### src/rtl/muldiv_pkg.sv
// ============================================================================
// muldiv_pkg: shared op/state encodings for the MIPS HI/LO multiply-divide unit
// Revision: 1.0
// ============================================================================
`default_nettype none

package muldiv_pkg;

    localparam int MD_WIDTH = 32;

    typedef enum logic [2:0] {
        OP_MULT  = 3'd0,
        OP_MULTU = 3'd1,
        OP_DIV   = 3'd2,
        OP_DIVU  = 3'd3,
        OP_MTHI  = 3'd4,
        OP_MTLO  = 3'd5
    } op_e;

    typedef enum logic [1:0] {
        S_IDLE = 2'd0,
        S_CALC = 2'd1,
        S_FIX  = 2'd2
    } state_e;

endpackage

`default_nettype wire

### src/rtl/muldiv_datapath.sv
// ============================================================================
// muldiv_datapath: magnitude shift-add / restoring divide core with sign fix-up
// Revision: 1.0
// ============================================================================
`default_nettype none

module muldiv_datapath
    import muldiv_pkg::*;
#(
    parameter int WIDTH = MD_WIDTH
) (
    input  logic             clk_i,
    input  logic             rst_ni,
    input  logic             load_i,
    input  logic             step_i,
    input  logic [1:0]       op_i,
    input  logic [WIDTH-1:0] a_i,
    input  logic [WIDTH-1:0] b_i,
    output logic [WIDTH-1:0] hi_o,
    output logic [WIDTH-1:0] lo_o
);

    logic [2*WIDTH-1:0] acc_q, acc_d;
    logic [WIDTH-1:0]   bmag_q, bmag_d;
    logic [WIDTH-1:0]   a_q, a_d;
    logic               is_div_q, is_div_d;
    logic               neg_res_q, neg_res_d;
    logic               neg_rem_q, neg_rem_d;

    logic               sgn_a, sgn_b;
    logic [WIDTH:0]     mul_sum;
    logic [WIDTH:0]     rem_sh;
    logic [WIDTH:0]     diff;
    logic [2*WIDTH-1:0] prod;
    logic [WIDTH-1:0]   quo, rem;
    logic               div_zero;

    assign sgn_a = ~op_i[0] & a_i[WIDTH-1];
    assign sgn_b = ~op_i[0] & b_i[WIDTH-1];

    assign mul_sum = {1'b0, acc_q[2*WIDTH-1:WIDTH]} + (acc_q[0] ? {1'b0, bmag_q} : '0);
    // Partial remainder plus next dividend bit needs one extra bit before the trial subtract.
    assign rem_sh  = acc_q[2*WIDTH-1:WIDTH-1];
    assign diff    = rem_sh - {1'b0, bmag_q};

    always_comb begin
        acc_d     = acc_q;
        bmag_d    = bmag_q;
        a_d       = a_q;
        is_div_d  = is_div_q;
        neg_res_d = neg_res_q;
        neg_rem_d = neg_rem_q;
        if (load_i) begin
            acc_d     = {{WIDTH{1'b0}}, (sgn_a ? -a_i : a_i)};
            bmag_d    = sgn_b ? -b_i : b_i;
            a_d       = a_i;
            is_div_d  = op_i[1];
            neg_res_d = sgn_a ^ sgn_b;
            neg_rem_d = sgn_a;
        end else if (step_i) begin
            if (is_div_q) begin
                acc_d = {(diff[WIDTH] ? rem_sh[WIDTH-1:0] : diff[WIDTH-1:0]),
                         acc_q[WIDTH-2:0], ~diff[WIDTH]};
            end else begin
                acc_d = {mul_sum, acc_q[WIDTH-1:1]};
            end
        end
    end

    always_ff @(posedge clk_i) begin
        if (!rst_ni) begin
            acc_q     <= '0;
            bmag_q    <= '0;
            a_q       <= '0;
            is_div_q  <= 1'b0;
            neg_res_q <= 1'b0;
            neg_rem_q <= 1'b0;
        end else begin
            acc_q     <= acc_d;
            bmag_q    <= bmag_d;
            a_q       <= a_d;
            is_div_q  <= is_div_d;
            neg_res_q <= neg_res_d;
            neg_rem_q <= neg_rem_d;
        end
    end

    assign prod     = neg_res_q ? -acc_q : acc_q;
    assign quo      = acc_q[WIDTH-1:0];
    assign rem      = acc_q[2*WIDTH-1:WIDTH];
    assign div_zero = (bmag_q == '0);

    always_comb begin
        hi_o = prod[2*WIDTH-1:WIDTH];
        lo_o = prod[WIDTH-1:0];
        if (is_div_q) begin
            // Divide by zero reports the raw dividend, not the magnitude the core used.
            hi_o = div_zero  ? a_q        : (neg_rem_q ? -rem : rem);
            lo_o = div_zero  ? '1         : (neg_res_q ? -quo : quo);
        end
    end

endmodule

`default_nettype wire

### src/rtl/muldiv_hilo.sv
// ============================================================================
// muldiv_hilo: iterative MULT/MULTU/DIV/DIVU unit with architectural HI/LO
// Revision: 1.0
// ============================================================================
`default_nettype none

module muldiv_hilo
    import muldiv_pkg::*;
#(
    parameter int WIDTH = MD_WIDTH,
    parameter int ITER  = WIDTH
) (
    input  logic             clk_i,
    input  logic             rst_ni,
    input  logic             start_i,
    input  logic [2:0]       op_i,
    input  logic [WIDTH-1:0] operand_a_i,
    input  logic [WIDTH-1:0] operand_b_i,
    output logic             busy_o,
    output logic             done_o,
    output logic [WIDTH-1:0] hi_o,
    output logic [WIDTH-1:0] lo_o
);

    localparam int CNT_W = $clog2(ITER);

    state_e             state_q, state_d;
    logic [CNT_W-1:0]   cnt_q, cnt_d;
    logic [WIDTH-1:0]   hi_q, hi_d;
    logic [WIDTH-1:0]   lo_q, lo_d;
    logic               done_q, done_d;
    logic               load, step;
    logic [WIDTH-1:0]   res_hi, res_lo;

    muldiv_datapath #(
        .WIDTH (WIDTH)
    ) u_datapath (
        .clk_i  (clk_i),
        .rst_ni (rst_ni),
        .load_i (load),
        .step_i (step),
        .op_i   (op_i[1:0]),
        .a_i    (operand_a_i),
        .b_i    (operand_b_i),
        .hi_o   (res_hi),
        .lo_o   (res_lo)
    );

    always_comb begin
        state_d = state_q;
        cnt_d   = cnt_q;
        hi_d    = hi_q;
        lo_d    = lo_q;
        done_d  = 1'b0;
        load    = 1'b0;
        step    = 1'b0;
        case (state_q)
            S_IDLE: begin
                if (start_i) begin
                    case (op_i)
                        OP_MULT, OP_MULTU, OP_DIV, OP_DIVU: begin
                            load    = 1'b1;
                            cnt_d   = '0;
                            state_d = S_CALC;
                        end
                        OP_MTHI: hi_d = operand_a_i;
                        OP_MTLO: lo_d = operand_a_i;
                        default: ;
                    endcase
                end
            end
            S_CALC: begin
                step  = 1'b1;
                cnt_d = cnt_q + CNT_W'(1);
                if (cnt_q == CNT_W'(ITER - 1)) begin
                    state_d = S_FIX;
                end
            end
            S_FIX: begin
                hi_d    = res_hi;
                lo_d    = res_lo;
                done_d  = 1'b1;
                state_d = S_IDLE;
            end
            default: state_d = S_IDLE;
        endcase
    end

    always_ff @(posedge clk_i) begin
        if (!rst_ni) begin
            state_q <= S_IDLE;
            cnt_q   <= '0;
            hi_q    <= '0;
            lo_q    <= '0;
            done_q  <= 1'b0;
        end else begin
            state_q <= state_d;
            cnt_q   <= cnt_d;
            hi_q    <= hi_d;
            lo_q    <= lo_d;
            done_q  <= done_d;
        end
    end

    assign busy_o = (state_q != S_IDLE);
    assign done_o = done_q;
    assign hi_o   = hi_q;
    assign lo_o   = lo_q;

endmodule

`default_nettype wire

### config.mk
export PLATFORM = sky130hd
export DESIGN_NAME = muldiv_hilo
export DESIGN_NICKNAME = d
export VERILOG_FILES = /design/src/rtl/muldiv_pkg.sv /design/src/rtl/muldiv_datapath.sv /design/src/rtl/muldiv_hilo.sv
export SDC_FILE = /design/constraint.sdc
export NUM_CORES = 1
export LEC_CHECK = 0
export CAP_MARGIN = 0
export CORE_ASPECT_RATIO = 1.4
export CORE_UTILIZATION = 45
export CTS_BUF_LIST = sky130_fd_sc_hd__clkbuf_4 sky130_fd_sc_hd__clkbuf_8
export DETAILED_ROUTE_END_ITERATION = 6
export GPL_ROUTABILITY_DRIVEN = 0
export PLACE_DENSITY = 0.61
export SYNTH_ARGS = -nofsm -noshare
export SYNTH_HDL_FRONTEND = slang
export SYNTH_SLANG_ARGS = --single-unit
### constraint.sdc
create_clock -name clk_i -period 3.87 [get_ports clk_i]
set_input_delay 0.387 -clock clk_i [delete_from_list [all_inputs] [get_ports clk_i]]
set_output_delay 0.387 -clock clk_i [all_outputs]
set_load 0.05 [all_outputs]
---- After elaboration in Yosys (flattened, before gate mapping) ----
Cells that the tools add are included.
storage, ports and cells
  flip-flop bits (word level) ............. 203
  bits of input ports ..................... 70
  output and inout bits ................... 66
  word-level logic and storage cells ...... 84
operators by class
  add/sub/neg operators ................... 8
  equal/unequal tests ..................... 13
  multiplexer cells ....................... 32
  bitwise logic cells ..................... 6
  reductions and logical operators ........ 13
operator list
  kind                                                 count
  2-to-1 mux 32 bit                                    16
  2-to-1 mux 64 bit                                    2
  negator 32 bit                                       4
  case mux 32 bit (2 select lines)                     2
  negator 64 bit                                       1
  adder 32 x 32 -> 33 bit                              1
  subtractor 33 x 32 -> 33 bit                         1
  logical NOT 32 bit                                   1
  AND reduction 3 bit                                  4
  2-to-1 mux 5 bit                                     2
  case mux 5 bit (2 select lines)                      1
  nonzero test 2 bit                                   4
  equality test 3 x 2 -> 1 bit, second input constant  2
  equality test 3 bit, second input constant           2
  2-to-1 mux 2 bit                                     3
  != test 2 x 1 -> 1 bit, second input constant        3
  adder 5 x 1 -> 5 bit, second input constant          1
  equality test 5 bit, second input constant           1
  2-to-1 mux 1 bit                                     5
  != test 2 bit, second input constant                 2
  case mux 2 bit (2 select lines)                      1
  OR reduction 4 bit                                   1
  equality test 3 x 1 -> 1 bit, second input constant  1
  logical NOT 3 bit                                    1
  7 further kinds                                      10

---- Logic depth before layout (Yosys ltp) ----
  word-level depth ........................ 6
  mapped depth ............................ 14
  gate-level depth less buffers ........... 12

---- By module ----
From an unflattened synthesis, not the netlist that was laid out.
second synthesis, totals
  cells, all modules ...................... 2242
  area, all modules ....................... 16831.1 µm²
modules (own cells, without submodules)
  module           instances  cells an instance  area an instance (µm²)  seq. area each (µm²)
  muldiv_datapath  1          1868               13596.8                 2622.5
  muldiv_hilo      1          374                3234.4                  1441.4

---- Least setup slack after synthesis ----
No wires, ideal clock.
  path kind ............................... register to register
  start ................................... register u_datapath.acc_q[32]
  end ..................................... register u_datapath.acc_q[50]
  library setup time ...................... 0.128 ns
  data arrival time ....................... 3.315 ns
  data required time ...................... 3.742 ns
  path slack .............................. 0.427 ns
  stages on the path, launching flop included .. 14
  path buffers ............................ 2
  clock period less this slack ............ 3.443 ns
  path through ............................ dfxtp_1 -> clkbuf_1 -> inv_1 -> fa_1 -> nand2b_1 -> a21oi_1 -> o21ai_1 -> a21oi_1 -> o31ai_1 -> xnor2_1 -> clkbuf_1 -> mux2_1 -> mux2i_1 -> o21ai_1
between the ends
  word-level cells in the longest chain between the ends .. 3
  elaborated cells on any way between the ends .. 4
  those cells by class .................... 2 x add/sub; 2 x mux
RTL lines
  item                          line                   text
  from (decl)                   muldiv_datapath.sv:23  logic [2*WIDTH-1:0] acc_q, acc_d;
  from (signal assigned)        muldiv_datapath.sv:72  acc_q <= '0;
  from (signal assigned)        muldiv_datapath.sv:79  acc_q <= acc_d;
  subtractor 33 x 32 -> 33 bit  muldiv_datapath.sv:44  assign diff = rem_sh - {1'b0, bmag_q};
  2-to-1 mux 32 bit             muldiv_datapath.sv:62  acc_d = {(diff[WIDTH] ? rem_sh[WIDTH-1:0] : diff[WIDTH-1:0]),
  2-to-1 mux 64 bit *           muldiv_datapath.sv:61  if (is_div_q) begin
Every way passes the cells marked *; elsewhere a longest branch is shown, timed or not.
A chain may end at the register's enable or synchronous reset.

---- Worst setup path in the final report ----
  start ................................... register u_datapath.acc_q[24]
  end ..................................... register hi_q[26] (netlist: hi_o[26])
between the ends
  word-level cells in the longest chain between the ends .. 4
RTL lines
  item                              line                   text
  negator 64 bit                    muldiv_datapath.sv:88  assign prod = neg_res_q ? -acc_q : acc_q;
  2-to-1 mux 64 bit                 muldiv_datapath.sv:88
  2-to-1 mux 32 bit                 muldiv_datapath.sv:96  if (is_div_q) begin
  case mux 32 bit (2 select lines)  muldiv_hilo.sv:57      case (state_q)
  to (signal assigned)              muldiv_hilo.sv:99      hi_q <= hi_d;
  to (decl)                         muldiv_hilo.sv:29      logic [WIDTH-1:0] hi_q, hi_d;
Every way passes these cells.

==> summary.txt <==
Clock buffer depth -> 3
CP max-delay cell -> or3_1
Reg power frac -> 34.2%
Total power -> 6.82 mW
Worst Hold Class -> input pin to flip-flop
Psw -> 2.46 mW
Synth cell count leaders -> nand2_1, dfxtp_1, a21oi_1
Startpoint types -> flip-flop
Worst VDD drop -> 0.000281 V
Area share of the largest cell type after synthesis -> 24.8%
Setup CP Type -> flip-flop to flip-flop
Slew Viols, Final -> 0
Slew HR -> 27.3%
Synth warn -> 0
DIE WIDTH -> 163 um
Required @ worst endpoint -> 4.28 ns
Average vias per placed instance -> 6.20
Die area -> 37300 um^2
Starting DRT DRC Count -> 1773
Crit-path max cell delay -> 0.66 ns
# Post-CTS Setup Buffers -> 0
Reg2reg setup slack -> 0.13 ns
Antenna Violating Nets Remaining -> 0
WP buf/inv -> 0
Worst hold path startpoint -> rst_ni
Synth unique cells -> 74
CTS Buf Count -> 37
Wire per inst -> 22.3 um
Post-Syn Area per Cell -> 7.39 um^2
Gate Count Post-Synth -> 2221
Worst slack, placed -> 0.134 ns
Core ar. -> 35900 um^2
Antenna violations before repair -> 1
Clock Power Share -> 33.7%
Vias in the first global route -> 16.9k
Syn Nets -> 2363
Quantity of I/O buffers inserted on ports -> 135
Largest net degree at the start of global routing -> 79
Combinational Power Share -> 32.2%
Initial Util -> 45.7%
Io pins -> 136
Fin nets -> 2459
Internal power -> 4.37 mW
Via Count -> 17.4k
Root Buffer -> clkbuf_8
Sequential share of the synthesized area -> 24.8%
Post-placement cell area -> 18500 um^2
Worst r2r path cells -> 8
Maxcap violations -> 0
CP max FO -> 12
CP dominant cell by count -> or3_1
# rows -> 82
Dpl hpwl -> 46.5 mm
Fin crit period -> 3.74 ns
First-pass GRT wire length -> 96.8 mm
Die Height -> 228 um
Final hold violations -> 0
Unrepaired setup endpoints after global routing -> no
Setup violators final -> 0
Share of cells above drive strength 1 -> 10.0%
Tcrit/Tclk final -> 96.7%
Top cells by area, synth -> dfxtp_1, a21oi_1, nand2_1
Crit path arrival time -> 4.15 ns
Drt first pass iters -> 5
Top-count cell post-synth -> nand2_1
Reg-to-reg startpoint -> u_datapath.acc_q[24]
Status -> complete, no violations
Crit Reg-Reg Endpoint -> hi_o[26]
Cell taking the most area after synthesis -> dfxtp_1
Synth Register Bits -> 203
Setup TNS -> 0 ns
DRC viols -> 0
Worst-path cell chain -> or4_1 > or3_1 > or3_1 > or3_1 > nor3_1 > nor4_1 > a2111oi_1 > o21ai_1
Asr flop ratio synth -> 0%
Top cell family by delay on the critical path -> simple AND/OR/NAND/NOR gates
Hold worst-path end -> u_datapath.acc_q[50]
Clock-pin slew on the worst setup and hold paths -> 0.06 ns
Leakage power -> 7.95 nW
Fin worst setup slack -> 0.130 ns
Post-synth EDFFs -> 0
Clock skew -> 0.0568 ns
Htree depth -> 2
Worst-margin pin slew -> 1.08 ns
F_max -> 267 MHz
CTS tree -> built
PwrDens -> 353 nW/um^2
Cell Area, Synth -> 16400 um^2
Main flop type after synthesis -> dfxtp_1
Post-route cell area -> 19300 um^2
Drt total wl -> 62.6 mm
GRT overflow -> 0
Hold_buf cts -> 0
Critical Path Sink Type -> flip-flop
CTS sink cnt -> 203
Layout area overhead -> 17.8%
Overall Global Routing Usage -> 33.3%
Switching portion of total power -> 36.0%
Worst-Skew Late Latency -> 0.58 ns
Hold path depth -> 4
## cells by family (layout without fill, tap and decap cells)
kind of cell / count (synthesis) / count (layout) / synth area share [%]
AOI/OAI and AO/OA: 722 / 722 / 28.3
xor gates and xnor gates: 199 / 199 / 10.6
adders and majority gates: 72 / 72 / 5.58
buffers and inverters: 257 / 379 / 5.94
DFF: 203 / 203 / 24.8
muxes: 78 / 78 / 5.11
other: 0 / 1 / 0
and+or+nand+nor: 690 / 690 / 19.7
## registers in the layout (all words and copies together), names as in the netlist
signal / count
u_datapath.neg_res_q: 1
u_datapath.bmag_q: 32
done_o: 1
cnt_q: 5
state_q: 2
u_datapath.acc_q: 64
u_datapath.neg_rem_q: 1
u_datapath.a_q: 32
hi_o: 32
u_datapath.is_div_q: 1
lo_o: 32
## worst max path at each step
| stage | start | endpoint | slack, ns | cells past startpoint |
|---|---|---|---|---|
| floorplan | u_datapath.acc_q[32] | u_datapath.acc_q[50] | 0.43 | 13 |
| global placement | u_datapath.acc_q[24] | hi_o[26] | 0.10 | 8 |
| detailed placement | u_datapath.acc_q[24] | hi_o[26] | 0.13 | 8 |
| CTS | u_datapath.acc_q[24] | hi_o[26] | 0.09 | 8 |
| global route | u_datapath.acc_q[0] | u_datapath.acc_q[56] | 0.007 | 13 |
| finish | u_datapath.acc_q[24] | hi_o[26] | 0.13 | 8 |
## placed cells by master, fill, tap and decap left out, types with 40 or more instances in the layout
master and count:
a21boi_0 47, a21oi_1 202, buf_4 100, clkbuf_8 52, clkdlybuf4s50_1 134, dfxtp_1 201
ha_1 70, inv_1 74, nand2_1 257, nand3_1 50, nor2_1 163, nor3_1 40
o21ai_0 135, o21ai_1 46, xnor2_1 88, xor2_1 110
## per-layer routing
layer / wire, um / GRT usage, % / vias up
met5: 0 / 0 / -
met4: 4320 / 21.6 / 0
met3: 3600 / 3.40 / 165
met2: 30300 / 57.1 / 716
met1: 24400 / 39.1 / 8292
li1: - / - / 8236
## final cells by class
cell class,count,area [um^2]
inverters,76,289
clock inverters,8,67.6
well taps,462,578
fillers,3486,16600
multi-input cells,1761,11400
clock buffers,57,753
repair buffers,238,2170
diodes,1,2.50
flip-flops and latches,203,4070
## tightest hold or removal path, cell delays in order
cell and delay (ns):
buf_4 0.14, nand2_1 0.06, buf_4 0.21, o21ai_1 0.14
## power groups by stage
| stage | combinational, mW | sequential, mW | clock (mW) |
|---|---|---|---|
| 3_5_place_dp | 2.15 | 2.37 | 0 |
| 4_1_cts | 2.16 | 2.33 | 2.32 |
| 3_3_place_gp | 2.13 | 2.37 | 0 |
| 5_1_grt | 2.37 | 2.34 | 2.41 |
| 6_report | 2.20 | 2.33 | 2.30 |
| 2_1_floorplan | 1.37 | 2.37 | 0 |
## repair_timing
| action | in CTS | in global routing |
|---|---|---|
| resized for setup | 0 | 2 |
| setup endpoints to repair | 0 | 8 |
| hold endpoints to repair | 0 | 0 |
## through the flow
step	utilization, %	hold WS (ns)	instances
4_1_cts	53.8	0.392	2805
3_3_place_gp	51.6	0.449	2740
3_5_place_dp	51.6	0.456	2740
5_1_grt	53.9	0.442	2806
6_report	53.9	0.401	2806
2_1_floorplan	-	0.440	2221
No activity file was read; power rests on OpenSTA's default activity.
